**src/rtl/ctr_pkg.sv**
```systemverilog
// Shared types and helpers for the parametrised step counter: overflow policy,
// the fold (saturate/wrap) function and an elaboration-time parameter check.
`define CTR_PARAM_CHECK(label, cond, msg) \
  if (!(cond)) begin : label \
    $fatal(1, msg); \
  end

package ctr_pkg;

  typedef enum logic {
    OVF_SAT  = 1'b0,
    OVF_WRAP = 1'b1
  } ovf_e;

  typedef struct packed {
    logic signed [31:0] value;
    logic               bound;
  } fold_t;

  // Fold arithmetic is done in 32 bits, so counters are limited to this width.
  localparam int MAX_WIDTH = 30;

  // Brings a raw step result back into [lo, hi]. A single wrap is enough
  // because steps never exceed half the range.
  function automatic fold_t fold(input logic signed [31:0] raw,
                                 input int lo, input int hi, input ovf_e pol);
    fold_t r;
    r.value = raw;
    r.bound = 1'b0;
    if (raw > hi) begin
      r.bound = 1'b1;
      r.value = (pol == OVF_WRAP) ? lo + (raw - hi - 1) : hi;
    end else if (raw < lo) begin
      r.bound = 1'b1;
      r.value = (pol == OVF_WRAP) ? hi - (lo - raw - 1) : lo;
    end
    return r;
  endfunction

endpackage

```
**src/rtl/param_step_counter_if.sv**
```systemverilog
// Control and status bundle of the step counter; the counter is the slave side.
interface param_step_counter_if #(
  parameter int WIDTH = 10
);
  logic                    en;
  logic                    mode;
  logic                    load;
  logic signed [WIDTH-1:0] load_val;
  logic signed [WIDTH-1:0] cnt;
  logic                    at_max;
  logic                    at_min;
  logic                    bound_evt;
  logic                    skip_evt;
  logic                    load_err;

  modport master (
    output en, mode, load, load_val,
    input  cnt, at_max, at_min, bound_evt, skip_evt, load_err
  );

  modport slave (
    input  en, mode, load, load_val,
    output cnt, at_max, at_min, bound_evt, skip_evt, load_err
  );
endinterface

```
**src/rtl/step_fold.sv**
```systemverilog
// Combinational base +/- step, computed two bits wider than the counter, then
// folded back into the legal range.
module step_fold
  import ctr_pkg::*;
#(
  parameter int   WIDTH   = 10,
  parameter int   CNT_MIN = -263,
  parameter int   CNT_MAX = 269,
  parameter int   UP_STEP = 4,
  parameter int   DN_STEP = 10,
  parameter ovf_e POLICY  = OVF_SAT
) (
  input  logic signed [WIDTH-1:0] i_base,
  input  logic                    i_mode,
  output logic signed [WIDTH-1:0] o_val,
  output logic                    o_bound
);
  localparam logic signed [WIDTH+1:0] LP_UP = (WIDTH+2)'(UP_STEP);
  localparam logic signed [WIDTH+1:0] LP_DN = (WIDTH+2)'(DN_STEP);

  logic signed [WIDTH+1:0] w_base;
  logic signed [WIDTH+1:0] w_raw;
  fold_t                   w_fold;

  assign w_base  = {{2{i_base[WIDTH-1]}}, i_base};
  assign w_raw   = i_mode ? (w_base + LP_UP) : (w_base - LP_DN);
  assign w_fold  = fold(32'(w_raw), CNT_MIN, CNT_MAX, POLICY);
  assign o_val   = w_fold.value[WIDTH-1:0];
  assign o_bound = w_fold.bound;
endmodule

```
**src/rtl/param_step_counter.sv**
```systemverilog
// Signed up/down step counter with enable, range-checked load, saturate/wrap
// overflow, forbidden-value skipping and registered status/event flags.
module param_step_counter
  import ctr_pkg::*;
#(
  parameter int WIDTH    = 10,
  parameter int CNT_MIN  = -263,
  parameter int CNT_MAX  = 269,
  parameter int RST_VAL  = 17,
  parameter int UP_STEP  = 4,
  parameter int DN_STEP  = 10,
  parameter int SKIP_EN  = 1,
  parameter int SKIP_VAL = -47,
  parameter int WRAP     = 0
) (
  input logic                 clk,
  input logic                 rst,
  param_step_counter_if.slave bus
);
  `CTR_PARAM_CHECK(g_chk_width, WIDTH >= 2 && WIDTH <= MAX_WIDTH, "param_step_counter: WIDTH out of range")
  `CTR_PARAM_CHECK(g_chk_range, CNT_MIN < CNT_MAX && CNT_MIN >= -(1 << (WIDTH-1)) && CNT_MAX <= (1 << (WIDTH-1)) - 1, "param_step_counter: CNT_MIN/CNT_MAX illegal for WIDTH")
  `CTR_PARAM_CHECK(g_chk_rst, RST_VAL >= CNT_MIN && RST_VAL <= CNT_MAX && !(SKIP_EN != 0 && RST_VAL == SKIP_VAL), "param_step_counter: RST_VAL illegal")
  `CTR_PARAM_CHECK(g_chk_up, UP_STEP >= 1 && UP_STEP <= (CNT_MAX - CNT_MIN) / 2, "param_step_counter: UP_STEP out of range")
  `CTR_PARAM_CHECK(g_chk_dn, DN_STEP >= 1 && DN_STEP <= (CNT_MAX - CNT_MIN) / 2, "param_step_counter: DN_STEP out of range")
  `CTR_PARAM_CHECK(g_chk_skip, SKIP_VAL > CNT_MIN && SKIP_VAL < CNT_MAX, "param_step_counter: SKIP_VAL must lie strictly inside the range")
  `CTR_PARAM_CHECK(g_chk_flags, (SKIP_EN == 0 || SKIP_EN == 1) && (WRAP == 0 || WRAP == 1), "param_step_counter: SKIP_EN/WRAP must be 0 or 1")

  localparam ovf_e                    LP_POL        = (WRAP != 0) ? OVF_WRAP : OVF_SAT;
  localparam logic signed [WIDTH-1:0] LP_RST        = WIDTH'(RST_VAL);
  localparam logic signed [WIDTH-1:0] LP_MAX        = WIDTH'(CNT_MAX);
  localparam logic signed [WIDTH-1:0] LP_MIN        = WIDTH'(CNT_MIN);
  localparam logic signed [WIDTH-1:0] LP_SKIP       = WIDTH'(SKIP_VAL);
  localparam logic                    LP_RST_AT_MAX = (RST_VAL == CNT_MAX);
  localparam logic                    LP_RST_AT_MIN = (RST_VAL == CNT_MIN);

  logic signed [WIDTH-1:0] r_cnt;
  logic                    r_at_max, r_at_min, r_bound_evt, r_skip_evt, r_load_err;

  logic signed [WIDTH-1:0] w_step_val, w_skip_val, w_cnt_nxt;
  logic                    w_step_bound, w_skip_bound;
  logic                    w_load_ok, w_hit_skip;
  logic                    w_bound_nxt, w_skip_nxt, w_lerr_nxt;

  step_fold #(
    .WIDTH(WIDTH), .CNT_MIN(CNT_MIN), .CNT_MAX(CNT_MAX),
    .UP_STEP(UP_STEP), .DN_STEP(DN_STEP), .POLICY(LP_POL)
  ) u_step (
    .i_base(r_cnt), .i_mode(bus.mode), .o_val(w_step_val), .o_bound(w_step_bound)
  );

  // Re-step from the forbidden value; only used when the primary step lands on it.
  step_fold #(
    .WIDTH(WIDTH), .CNT_MIN(CNT_MIN), .CNT_MAX(CNT_MAX),
    .UP_STEP(UP_STEP), .DN_STEP(DN_STEP), .POLICY(LP_POL)
  ) u_skip (
    .i_base(LP_SKIP), .i_mode(bus.mode), .o_val(w_skip_val), .o_bound(w_skip_bound)
  );

  assign w_load_ok  = (32'(bus.load_val) >= CNT_MIN) && (32'(bus.load_val) <= CNT_MAX) &&
                      !(SKIP_EN != 0 && bus.load_val == LP_SKIP);
  assign w_hit_skip = (SKIP_EN != 0) && (w_step_val == LP_SKIP);

  always_comb begin
    // NOTE: every output gets a default before any branch, so no path leaves one unassigned and no latch is inferred.
    w_cnt_nxt   = r_cnt;
    w_bound_nxt = 1'b0;
    w_skip_nxt  = 1'b0;
    w_lerr_nxt  = 1'b0;
    if (bus.load) begin
      if (w_load_ok) w_cnt_nxt  = bus.load_val;
      else           w_lerr_nxt = 1'b1;
    end else if (bus.en) begin
      if (w_hit_skip) begin
        w_cnt_nxt   = w_skip_val;
        w_skip_nxt  = 1'b1;
        w_bound_nxt = w_step_bound | w_skip_bound;
      end else begin
        w_cnt_nxt   = w_step_val;
        w_bound_nxt = w_step_bound;
      end
    end
  end

  // NOTE: non-blocking assignments so every register samples pre-edge values regardless of statement order.
  always_ff @(posedge clk) begin
    if (!rst) begin
      r_cnt       <= LP_RST;
      r_at_max    <= LP_RST_AT_MAX;
      r_at_min    <= LP_RST_AT_MIN;
      r_bound_evt <= 1'b0;
      r_skip_evt  <= 1'b0;
      r_load_err  <= 1'b0;
    end else begin
      r_cnt       <= w_cnt_nxt;
      r_at_max    <= (w_cnt_nxt == LP_MAX);
      r_at_min    <= (w_cnt_nxt == LP_MIN);
      r_bound_evt <= w_bound_nxt;
      r_skip_evt  <= w_skip_nxt;
      r_load_err  <= w_lerr_nxt;
    end
  end

  assign bus.cnt       = r_cnt;
  assign bus.at_max    = r_at_max;
  assign bus.at_min    = r_at_min;
  assign bus.bound_evt = r_bound_evt;
  assign bus.skip_evt  = r_skip_evt;
  assign bus.load_err  = r_load_err;
endmodule

```
**src/flat_wrapper.sv**
```systemverilog
// flat-port wrapper written by rule: the top's interface ports become plain ports
module param_step_counter_flat import ctr_pkg::*;
#(
  parameter int WIDTH    = 10,
  parameter int CNT_MIN  = -263,
  parameter int CNT_MAX  = 269,
  parameter int RST_VAL  = 17,
  parameter int UP_STEP  = 4,
  parameter int DN_STEP  = 10,
  parameter int SKIP_EN  = 1,
  parameter int SKIP_VAL = -47,
  parameter int WRAP     = 0
)
  (clk, rst, bus_en, bus_mode, bus_load, bus_load_val, bus_cnt, bus_at_max, bus_at_min, bus_bound_evt, bus_skip_evt, bus_load_err);
  param_step_counter_if #(.WIDTH(WIDTH)) bus_i ();
  input logic clk;
  input logic rst;
  input wire logic [$bits(bus_i.en)-1:0] bus_en;
  input wire logic [$bits(bus_i.mode)-1:0] bus_mode;
  input wire logic [$bits(bus_i.load)-1:0] bus_load;
  input wire logic [$bits(bus_i.load_val)-1:0] bus_load_val;
  output wire logic [$bits(bus_i.cnt)-1:0] bus_cnt;
  output wire logic [$bits(bus_i.at_max)-1:0] bus_at_max;
  output wire logic [$bits(bus_i.at_min)-1:0] bus_at_min;
  output wire logic [$bits(bus_i.bound_evt)-1:0] bus_bound_evt;
  output wire logic [$bits(bus_i.skip_evt)-1:0] bus_skip_evt;
  output wire logic [$bits(bus_i.load_err)-1:0] bus_load_err;
  assign bus_i.en = bus_en;
  assign bus_i.mode = bus_mode;
  assign bus_i.load = bus_load;
  assign bus_i.load_val = bus_load_val;
  assign bus_cnt = bus_i.cnt;
  assign bus_at_max = bus_i.at_max;
  assign bus_at_min = bus_i.at_min;
  assign bus_bound_evt = bus_i.bound_evt;
  assign bus_skip_evt = bus_i.skip_evt;
  assign bus_load_err = bus_i.load_err;
  param_step_counter #(.WIDTH(WIDTH), .CNT_MIN(CNT_MIN), .CNT_MAX(CNT_MAX), .RST_VAL(RST_VAL), .UP_STEP(UP_STEP), .DN_STEP(DN_STEP), .SKIP_EN(SKIP_EN), .SKIP_VAL(SKIP_VAL), .WRAP(WRAP)) u_core (.clk(clk), .rst(rst), .bus(bus_i));
endmodule
```
**config.mk**
```make
export PLATFORM = sky130hd
export DESIGN_NAME = param_step_counter_flat
export DESIGN_NICKNAME = d
export VERILOG_FILES = /design/src/rtl/ctr_pkg.sv /design/src/rtl/param_step_counter_if.sv /design/src/rtl/step_fold.sv /design/src/rtl/param_step_counter.sv /design/src/flat_wrapper.sv
export SDC_FILE = /design/constraint.sdc
export NUM_CORES = 1
export LEC_CHECK = 0
export CAP_MARGIN = 20
export CELL_PAD_IN_SITES_DETAIL_PLACEMENT = 0
export CELL_PAD_IN_SITES_GLOBAL_PLACEMENT = 1
export CORE_ASPECT_RATIO = 1.5
export CORE_MARGIN = 2
export CORE_UTILIZATION = 44
export DETAILED_ROUTE_END_ITERATION = 6
export PLACE_DENSITY_LB_ADDON = 0.1
export SETUP_SLACK_MARGIN = 0.15
export SYNTH_ARGS = -nofsm -noshare
export SYNTH_HDL_FRONTEND = slang
export SYNTH_HIERARCHICAL = 1
export SYNTH_SLANG_ARGS = --single-unit
```
**constraint.sdc**
```tcl
create_clock -name clk -period 12.7 [get_ports clk]
set_clock_uncertainty 0.2 [all_clocks]
set_input_delay 3.175 -clock clk [delete_from_list [all_inputs] [get_ports clk]]
set_output_delay 3.175 -clock clk [all_outputs]
set_load 0.05 [all_outputs]
```
==> flow_summary.ini, run 1 <==
[hold_path]
min_to = u_core/bus.cnt[9]
min_from = u_core/bus.cnt[9]
hp-class = register to register
min_path_cells = 2

[clock_tree]
tritoncts = done
clk_pin_slew_ns = 0.06
cts_buffer_depth = 2
cts_resized = 0
cts_made_buffers = 3
cts_hold_buf = 0
clk_latency_ns = 0.24
cts.htree.levels = 1
clock-sinks = 15
cts_setup_buffers = 0
root_buffer = clkbuf_8

[power_and_ir_drop]
p_leak_nw = 0.977
internal-power_w = 0.000113
sw_frac_of_total_pct = 44.7
p_clk_share_pct = 18.5
ir_worst_vdd_mv = 0.0315
power_density_mw_per_mm2 = 76.0
seqPwrFrac_pct = 28.8
p_sw_w = 0.0000915
pwr-share-comb_pct = 52.7
power_w = 0.000205

[finish]
fin_nets = 386
syn2layout_area_growth_pct = 23.5
regArea_um2 = 300
fill_cells = 500
multiInputGateArea_mm2 = 0.00191
drive_above_1_share_pct = 6.32
antenna-diode-count = 0

[grt]
antenna_found_initial = 0
first_global_vias = 2141
track_usage_pct = 22.6
overflow = 0
grt_max_degree = 33
grt_first_pass_wirelength_um = 10000

[sta]
whs_ns = 0.493
fin_crit_sh_pct = 61.4
max_freq_ghz = 0.128
tightest_slew_ns = 1.03
finalHoldViolCount = 0
slew-limit-headroom_pct = 31.1
setup_tns_ns = 0
rsz0062_at_grt = no
setup_viol = 0
finalCriticalPeriod_ns = 7.80
drv_slew = 0

[logic_synthesis]
yosysSeqAreaShare_pct = 13.8
synth_edf_count = 0
synthTopCellsByArea = dfxtp_1, nand2_1, o31ai_1
ys_types = 62
synth_ff_type = dfxtp_1
yosysMostFrequentCell = nand2_1
synth_cells = 302
avgSynthCellArea_um2 = 7.23
synthTopCellsByCount = nand2_1, nor2_1, a21oi_1
synth_area_mm2 = 0.00218
yosys_warnings = 6
synthArstFlopShare_pct = 0
synth_top_cell_area_share_pct = 13.8
synth_seq_cells = 15
yosysTopAreaCell = dfxtp_1

[critical_path]
crit_slowest_cell = clkdlybuf4s50_1
crit_family = compound AO/OA/AOI/OAI gates
worstReg2RegEnd = u_core/bus.at_max
crit_required_ns = 12.69
cp_max_fo = 32
critPathLaunch = bus_mode
cp-start-kind = input pin
path_cells = clkdlybuf4s50_1 > a211o_1 > o31ai_1 > xor2_1 > o41ai_1 > nand3_1 > and2_1 > or4b_1 > nor4_1 > o21ai_0 > o311ai_0 > nor3b_1 > and4b_1
endpoint_kind = register
worstSetupPathType = input pin to register
worst-path-buf-inv = 1
cpPeakStageDelay_ns = 0.94
r2r_start = u_core/bus.cnt[2]
rrSetupSlack_ns = 7.97
worstPathArrival_ns = 7.78
rr_worst_depth = 14

[status]
outcome = completed

[routing]
firstDrtPassIters = 4
routed_via_density = 5.70
drtIter0Drc = 122
via_count = 2452
avgRoutedWirePerCell_um = 14.7
wirelength_um = 6310
route.detailed.drc = 0
ant_nets = 0

[placed_design]
gp_congestion = 1.03
port-buffer-count = 29
place_hpwl_um = 4960

[die]
dieWidth_um = 61.5
core_mm2 = 0.00481
fp.dieH_um = 90.3
dieArea_mm2 = 0.00555
ios = 30
rows = 31
initial_utilization_pct = 45.4

[flow_run]
max_cap_viol_count = 0
==> metal layers <==
metal  vias up  GRT usage, %  part of all wire (%)
met2        51          40.1                    52
li1       1263             -                     -
met3        19         0.860                   2.0
met1      1119          28.3                    44
met4         0          5.85                   2.2
met5         -             0                     0
==> worst register-to-register path: cells and delay by family (launching register included) <==
| family | cells | cell delay (ns) |
|---|---|---|
| AOI/OAI and AO/OA | 5 | 1.20 |
| xor gates and xnor gates | 1 | 0.51 |
| adders and majority gates | 1 | 0.24 |
| buffers and inverters | 1 | 0.15 |
| DFF | 1 | 0.57 |
| and+or+nand+nor | 6 | 1.80 |
==> logic make-up after synthesis <==
family                   share of synthesized area (%)
AO/OA/AOI/OAI                                     32.6
XOR/XNOR                                          6.31
adder cells (fa/ha/maj)                           3.44
buffers and inverters                             5.68
flip-flops                                        13.8
multiplexers                                      2.98
other                                            0.344
AND/OR/NAND/NOR                                   34.9
==> area by class of cell <==
class | count | share of cell area, %
timing repair buffer | 29 | 10.8
sequential | 15 | 11.1
tap | 66 | 3.07
inverter | 17 | 2.37
multi-input combinational | 299 | 71.0
clock buffer | 4 | 1.67
==> power groups by stage <==
stage                     Combinational (W)   Clock, W  Sequential (W)
after detailed placement           0.000103          0       0.0000598
after global routing               0.000118  0.0000399       0.0000592
final                              0.000108  0.0000379       0.0000590
after global placement             0.000103          0       0.0000598
after CTS                          0.000104  0.0000374       0.0000588
after floorplan                   0.0000686          0       0.0000677
==> metrics by stage <==
step / std cells / area (um^2) / util, % / setup slack (ns)
CTS: 430 / 2690 / 56.0 / 4.93
detailed placement: 426 / 2650 / 55.1 / 4.70
global route: 430 / 2690 / 56.0 / 4.46
global placement: 426 / 2650 / 55.1 / 4.72
finish: 430 / 2690 / 56.0 / 4.90
floorplan: 343 / 2340 / - / 6.24
==> placed cells by master (no fill, tap or decap), drive strengths merged, types with 9 or more instances in the layout <==
master	synthesis	routed
conb	2	43
nand2	34	34
clkdlybuf4s50	0	29
nor2	19	19
a21oi	17	17
o21ai	16	16
inv	15	15
dfxtp	15	15
o31ai	14	14
nor3	13	13
or4	11	11
nand3	9	9
nand4	9	9
nor4	9	9
==> sequential cells by signal, summed over array words and instances (netlist names) <==
| name | flops |
|---|---|
| u_core/bus.at_max | 1 |
| u_core/bus.bound_evt | 1 |
| u_core/bus.at_min | 1 |
| u_core/bus.skip_evt | 1 |
| u_core/bus.load_err | 1 |
| u_core/bus.cnt | 10 |
==> worst max-delay path by stage <==
stage / endpoint / slack (ns) / depth (start not counted)
floorplan: u_core/bus.at_max / 6.24 / 13
global placement: u_core/bus.at_max / 4.72 / 13
detailed placement: u_core/bus.at_max / 4.70 / 13
CTS: u_core/bus.at_max / 4.93 / 13
global route: u_core/bus.at_max / 4.46 / 13
finish: u_core/bus.at_max / 4.90 / 13
(Power assumes the default switching activity.)
==> run 2: changes to the inputs <==
- CORE_UTILIZATION: 44 -> 37
- clock period: 12.7 -> 6.4 ns (I/O delays scaled with it)
==> flow_summary.ini, run 2 (synthesis gave the netlist of run 1 again) <==
[sta]
whs_ns = 0.485
tightest_slew_ns = 0.909
drv_slew = 0
max_freq_ghz = 0.176
setup_tns_ns = 0
rsz0062_at_grt = no
finalHoldViolCount = 0
finalCriticalPeriod_ns = 5.69
fin_crit_sh_pct = 88.9
slew-limit-headroom_pct = 38.7
setup_viol = 0

[finish]
syn2layout_area_growth_pct = 24.5
layout_common_cells = conb_1, nand2_1, clkdlybuf4s50_1
final_common_cell = conb_1
fin_nets = 388
drive_above_1_share_pct = 6.83
instances_no_fill = 438
antenna-diode-count = 0
largest_reg_flops = 10
fin_util_pct = 47.3

[placed_design]
place_hpwl_um = 5190
port-buffer-count = 29
gp_congestion = 0.975
place_inst = 434

[clock_tree]
tritoncts = done
clock-sinks = 15
cts.htree.levels = 1
clk_pin_slew_ns = 0.06
cts_made_buffers = 3
cts_resized = 0
cts_setup_buffers = 0
root_buffer = clkbuf_8
clk_latency_ns = 0.24
cts_buffer_depth = 2
cts_hold_buf = 0

[grt]
overflow = 0
grt_first_pass_wirelength_um = 11000
track_usage_pct = 20.8
grt_max_degree = 24
first_global_vias = 2316
antenna_found_initial = 0

[die]
dieWidth_um = 66.7
initial_utilization_pct = 38.0
fp.dieH_um = 98.1
core_mm2 = 0.00574
dieArea_mm2 = 0.00654
ios = 30
rows = 34

[critical_path]
path_cells = clkdlybuf4s50_1 > a211o_1 > o31ai_1 > xor2_1 > o41ai_1 > nand3_1 > and2_1 > or4b_1 > nor4_1 > o21ai_0 > o311ai_0 > nor3b_1 > and4b_1
crit_required_ns = 6.39
cp_max_fo = 10
endpoint_kind = register
worstSetupPathType = input pin to register
worstPathArrival_ns = 5.68
cp-start-kind = input pin
crit_family = simple AND/OR/NAND/NOR gates
cpPeakStageDelay_ns = 0.62
crit_slowest_cell = or4b_1
worst-path-buf-inv = 1

[power_and_ir_drop]
ir_worst_vdd_mv = 0.0505
p_leak_nw = 0.986
power_density_mw_per_mm2 = 151

[flow_run]
max_cap_viol_count = 0

[routing]
ant_nets = 0
avgRoutedWirePerCell_um = 14.8
route.detailed.drc = 0
wirelength_um = 6480
drtIter0Drc = 162
routed_via_density = 5.59
via_count = 2449
firstDrtPassIters = 4

[hold_path]
hp-class = register to register

[status]
outcome = completed
## run 2: cell types whose count changed in the layout (fill, tap and decap cells not counted)
cell | previous run | this run
buf_4 | 0 | 2
## run 2: metal layers
| layer | wire [um] | vias up | track usage (%) |
|---|---|---|---|
| li1 | - | 1256 | - |
| met3 | 176 | 13 | 0.346 |
| met4 | 178 | 0 | 6.44 |
| met2 | 3310 | 66 | 36.2 |
| met1 | 2820 | 1114 | 27.3 |
| met5 | 0 | - | 0 |
## run 2: report_power, final
| part | leakage (nW) | internal [W] | switching, W | total, W |
|---|---|---|---|---|
| Clock | 0.0228 | 0.0000440 | 0.0000303 | 0.0000744 |
| Combinational | 0.840 | 0.0000827 | 0.000134 | 0.000217 |
| Sequential | 0.123 | 0.000100 | 0.0000173 | 0.000117 |
| Total | 0.986 | 0.000227 | 0.000182 | 0.000409 |
## run 2: final cells by class
| type | instances | area [um^2] |
|---|---|---|
| fillers | 613 | 3030 |
| multi-input cells | 299 | 1910 |
| repair buffers | 31 | 305 |
| flip-flops and latches | 15 | 300 |
| well taps | 72 | 90.1 |
| inverters | 17 | 63.8 |
| clock buffers | 4 | 45.0 |
## run 2: final timing paths
kind                                           to              start  slack, ns  cells after the start
worst max-delay path            u_core/bus.at_max           bus_mode       0.71                     13
worst min-delay path            u_core/bus.cnt[9]  u_core/bus.cnt[9]       0.49                      2
worst max register to register  u_core/bus.at_max  u_core/bus.cnt[2]       1.73                     14
worst min register to register  u_core/bus.cnt[9]  u_core/bus.cnt[9]       0.49                      2
## run 2: worst min-delay path: cells and delay by family, from the launching register on
kind / cells / cell delay [ns]
AOI/OAI and AO/OA: 2 / 0.24
DFF: 1 / 0.38
## run 2: per-stage QoR
stage | worst slack (ns) | area [um^2] | power [W]
after global routing | 0.448 | 2720 | 0.000439
after global placement | 0.529 | 2670 | 0.000328
after detailed placement | 0.568 | 2670 | 0.000328
after floorplan | 1.51 | 2340 | 0.000271
final | 0.711 | 2720 | 0.000409
after CTS | 0.786 | 2720 | 0.000403
